### config.mk
export PLATFORM = sky130hd
export DESIGN_NAME = mem_ctrl_fsm
export DESIGN_NICKNAME = d
export VERILOG_FILES = /design/src/rtl/mem_ctrl_pkg.sv /design/src/rtl/mem_array_sp.sv /design/src/rtl/mem_ctrl_fsm.sv
export SDC_FILE = /design/constraint.sdc
export NUM_CORES = 1
export LEC_CHECK = 0
export ABC_AREA = 1
export CAP_MARGIN = 20
export CELL_PAD_IN_SITES_DETAIL_PLACEMENT = 2
export CELL_PAD_IN_SITES_GLOBAL_PLACEMENT = 2
export CORE_MARGIN = 1
export CORE_UTILIZATION = 35
export CTS_CLUSTER_SIZE = 30
export DETAILED_ROUTE_END_ITERATION = 6
export DONT_BUFFER_PORTS = 1
export PLACE_DENSITY = 0.78
export SYNTH_ARGS = -nofsm -noshare
export SYNTH_HDL_FRONTEND = slang
export SYNTH_HIERARCHICAL = 1
export SYNTH_SLANG_ARGS = --single-unit
### constraint.sdc
create_clock -name clk -period 2.34 [get_ports clk]
set_input_delay 0 -clock clk [delete_from_list [all_inputs] [get_ports clk]]
set_output_delay 0 -clock clk [all_outputs]
set_load 0.02 [all_outputs]
### src/rtl/mem_ctrl_pkg.sv
// Shared constants for the single-port memory controller: FSM state codes,
// operation encoding and the read-latency counter width helper.
package mem_ctrl_pkg;

    typedef logic [1:0] state_t;

    localparam state_t IDLE      = 2'd0;
    localparam state_t READ_WAIT = 2'd1;
    localparam state_t RESP      = 2'd2;

    localparam logic OP_READ  = 1'b0;
    localparam logic OP_WRITE = 1'b1;

    // Counter must hold READ_LAT-1 (and stay at least one bit wide).
    function automatic int unsigned lat_cnt_w(input int unsigned read_lat);
        return $clog2(read_lat + 1);
    endfunction

endpackage

### src/rtl/mem_array_sp.sv
// Single-port word storage: synchronous write, asynchronous read, no reset.
module mem_array_sp #(
    parameter int unsigned DATA_W = 8,
    parameter int unsigned ADDR_W = 3
) (
    input  logic              clk_i,
    input  logic              we_i,
    input  logic [ADDR_W-1:0] waddr_i,
    input  logic [DATA_W-1:0] wdata_i,
    input  logic [ADDR_W-1:0] raddr_i,
    output logic [DATA_W-1:0] rdata_o
);

    localparam int unsigned DEPTH = 2 ** ADDR_W;

    logic [DATA_W-1:0] mem_q [DEPTH];

    always_ff @(posedge clk_i) begin
        if (we_i) begin
            mem_q[waddr_i] <= wdata_i;
        end
    end

    assign rdata_o = mem_q[raddr_i];

endmodule

### src/rtl/mem_ctrl_fsm.sv
// Request/response memory controller with configurable read latency and
// per-word written tracking that flags reads of words not written since reset.
module mem_ctrl_fsm
    import mem_ctrl_pkg::*;
#(
    parameter int unsigned DATA_W   = 8,
    parameter int unsigned ADDR_W   = 3,
    parameter int unsigned READ_LAT = 2
) (
    input  logic              clk,
    input  logic              rst_n,
    input  logic              enable,
    input  logic              req_valid,
    output logic              req_ready,
    input  logic              req_rb_w,
    input  logic [ADDR_W-1:0] req_addr,
    input  logic [DATA_W-1:0] req_wdata,
    output logic              rsp_valid,
    input  logic              rsp_ready,
    output logic [DATA_W-1:0] rsp_rdata,
    output logic              rsp_err,
    output logic              busy
);

    localparam int unsigned DEPTH = 2 ** ADDR_W;
    localparam int unsigned CNT_W = lat_cnt_w(READ_LAT);

    state_t            state_q, state_d;
    logic [CNT_W-1:0]  cnt_q, cnt_d;
    logic [ADDR_W-1:0] addr_q, addr_d;
    logic              rsp_valid_q, rsp_valid_d;
    logic [DATA_W-1:0] rsp_rdata_q, rsp_rdata_d;
    logic              rsp_err_q, rsp_err_d;
    logic [DEPTH-1:0]  written_q, written_d;

    logic              accept;
    logic              mem_we;
    logic              load_rsp;
    logic [ADDR_W-1:0] rd_addr;
    logic [DATA_W-1:0] rd_data;

    assign req_ready = (state_q == IDLE) & enable & rst_n;
    assign accept    = req_valid & req_ready;
    assign mem_we    = accept & (req_rb_w == OP_WRITE);
    // With READ_LAT==1 the response is loaded on the accept edge, before addr_q exists.
    assign rd_addr   = (state_q == IDLE) ? req_addr : addr_q;

    mem_array_sp #(
        .DATA_W (DATA_W),
        .ADDR_W (ADDR_W)
    ) u_mem (
        .clk_i   (clk),
        .we_i    (mem_we),
        .waddr_i (req_addr),
        .wdata_i (req_wdata),
        .raddr_i (rd_addr),
        .rdata_o (rd_data)
    );

    always_comb begin
        state_d     = state_q;
        cnt_d       = cnt_q;
        addr_d      = addr_q;
        rsp_valid_d = rsp_valid_q;
        rsp_rdata_d = rsp_rdata_q;
        rsp_err_d   = rsp_err_q;
        written_d   = written_q;
        load_rsp    = 1'b0;

        case (state_q)
            IDLE: begin
                if (accept) begin
                    if (req_rb_w == OP_WRITE) begin
                        written_d[req_addr] = 1'b1;
                        state_d             = RESP;
                        rsp_valid_d         = 1'b1;
                        rsp_rdata_d         = '0;
                        rsp_err_d           = 1'b0;
                    end else begin
                        addr_d = req_addr;
                        cnt_d  = CNT_W'(READ_LAT - 1);
                        if (READ_LAT == 1) begin
                            state_d  = RESP;
                            load_rsp = 1'b1;
                        end else begin
                            state_d = READ_WAIT;
                        end
                    end
                end
            end
            READ_WAIT: begin
                cnt_d = cnt_q - CNT_W'(1);
                if (cnt_q == CNT_W'(1)) begin
                    state_d  = RESP;
                    load_rsp = 1'b1;
                end
            end
            RESP: begin
                if (rsp_ready) begin
                    state_d     = IDLE;
                    rsp_valid_d = 1'b0;
                    rsp_rdata_d = '0;
                    rsp_err_d   = 1'b0;
                end
            end
            default: begin
                state_d     = IDLE;
                rsp_valid_d = 1'b0;
                rsp_rdata_d = '0;
                rsp_err_d   = 1'b0;
            end
        endcase

        if (load_rsp) begin
            rsp_valid_d = 1'b1;
            rsp_rdata_d = rd_data;
            rsp_err_d   = ~written_q[rd_addr];
        end
    end

    always_ff @(posedge clk) begin
        if (!rst_n) begin
            state_q     <= IDLE;
            cnt_q       <= '0;
            addr_q      <= '0;
            rsp_valid_q <= 1'b0;
            rsp_rdata_q <= '0;
            rsp_err_q   <= 1'b0;
            written_q   <= '0;
        end else begin
            state_q     <= state_d;
            cnt_q       <= cnt_d;
            addr_q      <= addr_d;
            rsp_valid_q <= rsp_valid_d;
            rsp_rdata_q <= rsp_rdata_d;
            rsp_err_q   <= rsp_err_d;
            written_q   <= written_d;
        end
    end

    assign rsp_valid = rsp_valid_q;
    assign rsp_rdata = rsp_rdata_q;
    assign rsp_err   = rsp_err_q;
    assign busy      = (state_q != IDLE);

endmodule

== Word level (Yosys, flattened, before mapping) ==
Memories as Yosys holds them, arrays and structs flattened.
Index checks and enable logic that the tools add are counted.
Storage, ports and cells
  register bits: 25
  RAM bits: 64
  output and inout port bits: 12
  word-level logic and storage cells: 70
  memories: 1
Cells by class
  add/subtract/negate cells: 1
  order comparisons: 3
  eq/ne operators: 11
  muxes and demuxes: 31
  bitwise gates (word level): 7
  reductions and logical operators: 9
Memory list
  u_mem.mem_q: depth 8, width 8, rd ports 1, clocked after memory_dff 0, write ports 1, line mem_array_sp.sv:16  | logic [DATA_W-1:0] mem_q [DEPTH];
Operators with widths (count)
  8-bit 2-to-1 mux: 4
  8-bit one-hot mux with 3 select lines: 1
  1-bit 2-to-1 mux: 13
  2-bit 2-to-1 mux: 6
  3-bit AND reduction: 4
  2-bit inequality test, second input constant: 5
  3-bit inequality test, second input constant: 3
  3-bit by 4-bit < comparator with 1-bit output, second input constant: 2
  8-bit OR: 1
  1-bit one-hot mux with 3 select lines: 2
  2-bit one-hot mux with 3 select lines: 1
  1-bit AND: 4
  2-bit by 1-bit == test with 1-bit output, second input constant: 2
  2-bit one-hot mux with 2 select lines: 1
  4-bit AND reduction: 1
  2-bit nonzero test: 2
  1-bit binary-select mux with 3-bit select: 1
  1-bit demux with 3-bit select: 1
  3-bit by 1-bit >= comparator with 1-bit output, second input constant: 1
  3-bit 2-to-1 mux: 1
  2-bit == test, second input constant: 1
  2-bit logical NOT: 1
  1-bit NOT: 2
  2-bit by 1-bit subtractor with 2-bit output, second input constant: 1
  1-bit logical AND: 1

== Logic depth before layout (Yosys ltp) ==
  depth in word-level cells: 7
  depth in mapped cells: 15
  gate-level depth less buffers: 13

== Cells and area by module ==
Netlist, hierarchy kept.
By module, submodules not included
  mem_array_sp: instances 1, cells an instance 295, area an instance 2890.3 um^2, seq. area each 1921.8 um^2
  mem_ctrl_fsm: instances 1, cells an instance 155, area an instance 1128.6 um^2, seq. area each 500.5 um^2

== Worst setup path after synthesis ==
No wires, ideal clock.
  kind: reg2reg
  start: reg state_q[1]
  end: mem u_mem.mem_q[1][0] (enable)
  library setup time: 0.370 ns
  data arrival time: 1.500 ns
  required time: 1.970 ns
  setup slack: 0.469 ns
  stages on the path, launching flop included: 8
  buffers on the path: 0
  period minus slack after synthesis: 1.871 ns
  path through: dfxtp_1 -> inv_2 -> nand2_4 -> nor2_4 -> nand2_4 -> nor2_4 -> nand2_1 -> nor2_1
On the way
  longest elaborated chain between the ends: 7
RTL lines
  start, declared: line mem_ctrl_fsm.sv:28  | state_t state_q, state_d;
  start signal, assigned: line mem_ctrl_fsm.sv:131  | state_q <= state_d;
  2-bit logical NOT: line mem_ctrl_fsm.sv:42  | assign req_ready = (state_q == IDLE) & enable & rst_n;
  1-bit AND (2 in series): line mem_ctrl_fsm.sv:42
  named net req_ready: line mem_ctrl_fsm.sv:14  | output logic req_ready,
  1-bit AND: line mem_ctrl_fsm.sv:43  | assign accept = req_valid & req_ready;
  1-bit AND: line mem_ctrl_fsm.sv:44  | assign mem_we = accept & (req_rb_w == OP_WRITE);
  named net mem_we: line mem_ctrl_fsm.sv:37  | logic mem_we;
  1-bit 2-to-1 mux: line mem_array_sp.sv:19  | if (we_i) begin
  1-bit 2-to-1 mux (implied by the code): line mem_array_sp.sv:20  | mem_q[waddr_i] <= wdata_i;
  end, declared: line mem_array_sp.sv:16
The timed path passes the listed nets, and every way through them passes these cells.

== Worst setup path in the final report ==
  start: reg state_q[1]
  end: reg rsp_rdata_q[0] (netlist: rsp_rdata[0])
RTL lines
  2-bit logical NOT: line mem_ctrl_fsm.sv:46  | assign rd_addr = (state_q == IDLE) ? req_addr : addr_q;
  3-bit 2-to-1 mux: line mem_ctrl_fsm.sv:46
  named net rd_addr[0]: line mem_ctrl_fsm.sv:39  | logic [ADDR_W-1:0] rd_addr;
  memory 8 x 8 bit
  named net rd_data[0]: line mem_ctrl_fsm.sv:40  | logic [DATA_W-1:0] rd_data;
  8-bit 2-to-1 mux: line mem_ctrl_fsm.sv:114  | if (load_rsp) begin
  end signal, assigned: line mem_ctrl_fsm.sv:135  | rsp_rdata_q <= rsp_rdata_d;
  end, declared: line mem_ctrl_fsm.sv:32  | logic [DATA_W-1:0] rsp_rdata_q, rsp_rdata_d;
The timed path passes the listed nets, and every way through them passes these cells.
A chain may end at the register's enable or synchronous reset.

==> flow_summary_export.csv <==
group,metric,value,unit
timing,holdWs,-0.00321,ns
timing,finalHoldViolCount,2,
global_routing,largest_net_degree_at_the_start_of_global_routing,33,
global_routing,grt_overflow_total,0,
floorplan,floorplan.core_area,0.0110,sq mm
drt,post_drt_via_cell_ratio,4.96,
pwr,power_density,743,mW/mm^2
worst_setup_path,crit_required,2.57,ns
logic_synthesis,postSynthRegisterBits,89,
layout,commonest_cells_after_routing_fill_and_taps_aside,"nand2_1, inv_1, edfxtp_1",
logic_synthesis,synth_cells,450,
timing,final.min_clock_period,2.10,ns
global_routing,grt_util_all_layers,0.235,
clock_network,cts_tree,"built",
floorplan,std_cell_rows,38,
drt,wirelength,12.8,mm
clock_network,worst_setup_hold_path_clk_slew,0.06,ns
layout,util_after_layout,0.416,
timing,worst_slew_margin_rel,0.655,
worst_setup_path,critical_path_arrival,2.34,ns
timing,timing.setup.tns,0,ns
min_path,min_path_type,"in2reg",
drt,drt_first_iter_violations,144,
place,hpwlAfterDp,8.85,mm
timing,max_freq,476,MHz
place,place.port_buffers,0,
global_routing,number_of_global_route_vias_before_repair,3415,
floorplan,initial_core_utilization,0.364,
clock_network,cts_buffers,9,
drt,dr_total_vias,3083,
worst_setup_path,crit_end_element,"register",
worst_setup_path,criticalPathCategory,"reg2reg",
floorplan,die_w,109,um
clock_network,clockBufferDepth,2,
floorplan,die_area,0.0119,sq mm
clock_network,clock_sinks,89,
timing,finalMaxSlewViolations,0,
floorplan,ioPinCount,29,
drt,route.detailed.wl_per_inst,20.5,um
place,gp_routability_congestion,0.760,
clock_network,ctsHtreeMaxLevel,3,
timing,clock-skew-final,0.00788,ns
worst_setup_path,start_kind,"register",
layout,fillCellCount,1214,
global_routing,grt_first_pass_wirelength,19.6,mm
run,cap_violations,0,
logic_synthesis,synth_area_per_cell,8.93,sq um
timing,unrepaired_setup_endpoints_after_global_routing,"no",
logic_synthesis,synth.area.top_cells,"edfxtp_1, nand2_1, dfxtp_1",
timing,worst-slew-pin-transition,0.516,ns
logic_synthesis,netlist.area_leader.share,0.478,
layout,layout-drive-gt1-share,0.0832,
layout,layout_commonest_cell,"nand2_1",
logic_synthesis,yosysWarningCount,6,
logic_synthesis,synth-seq-area-share,0.603,
outcome,violated_checks,"negative hold slack",
clock_network,cts_hold_repair.buffers,14,
layout,fin_nets,494,
drt,postRouteAntennaNets,0,
drt,drc,0,
clock_network,cts_resized,0,
logic_synthesis,netlist.top_cell.by_area,"edfxtp_1",
drt,drtPass1Iterations,4,
clock_network,post_cts_buffers,0,
clock_network,cts.root.buffer_cell,"clkbuf_16",
pwr,power.static_leakage,2.08,nW
logic_synthesis,synthesis.area,0.00402,sq mm
floorplan,die-height,109,um
layout,syn_to_final_growth,14.1,%
timing,period_share,0.898,
logic_synthesis,synthDistinctLibCells,26,
clock_network,clkLatencyLatePin,0.35,ns
global_routing,grt_antenna_before_repair,0,
logic_synthesis,number_of_nets_produced_by_synthesis,468,
layout,sequential_cell_area,0.00242,sq mm
timing,setup-violations-final,0,
outcome,status,"complete, but fails checks",
worst_setup_path,critical_path.max_fanout,32,
pwr,ir_worst_vdd,0.000498,V
layout,multi_input_comb_area,0.00115,sq mm
power breakdown:
part	leakage [nW]	total [mW]	switching [mW]	internal, mW
clock	0.128	1.29	0.584	0.707
sequential	0.778	1.71	0.0114	1.70
combinational	1.18	0.406	0.293	0.113
total	2.08	3.41	0.888	2.52
synth_stat cells, drive strengths merged:
| cell | n |
|---|---|
| a21oi | 5 |
| a22oi | 1 |
| a31oi | 9 |
| buf | 11 |
| clkbuf | 1 |
| clkinv | 1 |
| dfxtp | 25 |
| edfxtp | 64 |
| ha | 1 |
| inv | 89 |
| nand2 | 159 |
| nand3 | 45 |
| nand3b | 1 |
| nor2 | 30 |
| o21ai | 8 |
sequential cells by signal, summed over array words and instances (netlist names):
name         cells
rsp_valid        1
addr_q           3
state_q          2
written_q        8
u_mem/mem_q     64
rsp_rdata        8
rsp_err          1
cnt_q            2
cell families (layout without fill, tap and decap cells):
group / count (synthesis) / after routing / synth area share
other cells: 0 / 1 / 0
simple gates: 235 / 235 / 0.248
compound gates: 23 / 23 / 0.0358
flops: 89 / 89 / 0.603
buf+inv: 102 / 133 / 0.111
fa+ha+maj: 1 / 1 / 0.00311
worst max-delay path, cell delays in order (launching register included):
cell and delay (ns):
dfxtp_1 0.42, inv_2 0.07, nand2_4 0.15, nand2_1 0.15, nand2_1 0.18, inv_1 0.12, inv_4 0.27, nand2_1 0.12
nand3_1 0.12, nand2_1 0.13, nand2_1 0.08, nand2_1 0.05, nand2_1 0.06, nand2_1 0.06
worst paths after layout:
path | startpoint | to | slack, ns | cells past startpoint
max | state_q[1] | rsp_rdata[0] | 0.24 | 13
min | rst_n | rsp_rdata[2] | -0.003 | 4
max reg2reg | state_q[1] | rsp_rdata[0] | 0.24 | 13
min reg2reg | cnt_q[0] | cnt_q[0] | 0.50 | 2
per-layer routing:
layer  vias up  routed length (um)  part of all wire  global-route usage
met3        18                 315             0.025              0.0562
met5         -                   0                 0                   0
li1       1459                   -                 -                   -
met2        43                6390              0.50               0.401
met1      1563                5750              0.45               0.289
met4         0                 315             0.025              0.0849
stage by stage:
step	power (mW)	hold WS (ns)	instances	setup WS (ns)	instance area, sq um
2_1_floorplan	2.02	0.0989	450	0.469	4020
3_3_place_gp	2.09	0.0995	591	0.414	4190
3_5_place_dp	2.10	0.0996	591	0.299	4190
4_1_cts	3.44	0.000568	621	0.250	4580
5_1_grt	3.53	0.0401	621	0.0136	4580
6_report	3.41	-0.00321	622	0.238	4590
area by class of cell:
cell class	instances	share of cell area
clock inverters	5	0.00491
repair buffers	27	0.0518
flip-flops and latches	89	0.528
multi-input cells	259	0.251
clock buffers	11	0.0508
diodes	1	0.000546
inverters	90	0.0742
well taps	140	0.0382
Power figures use the tool's default switching activity.
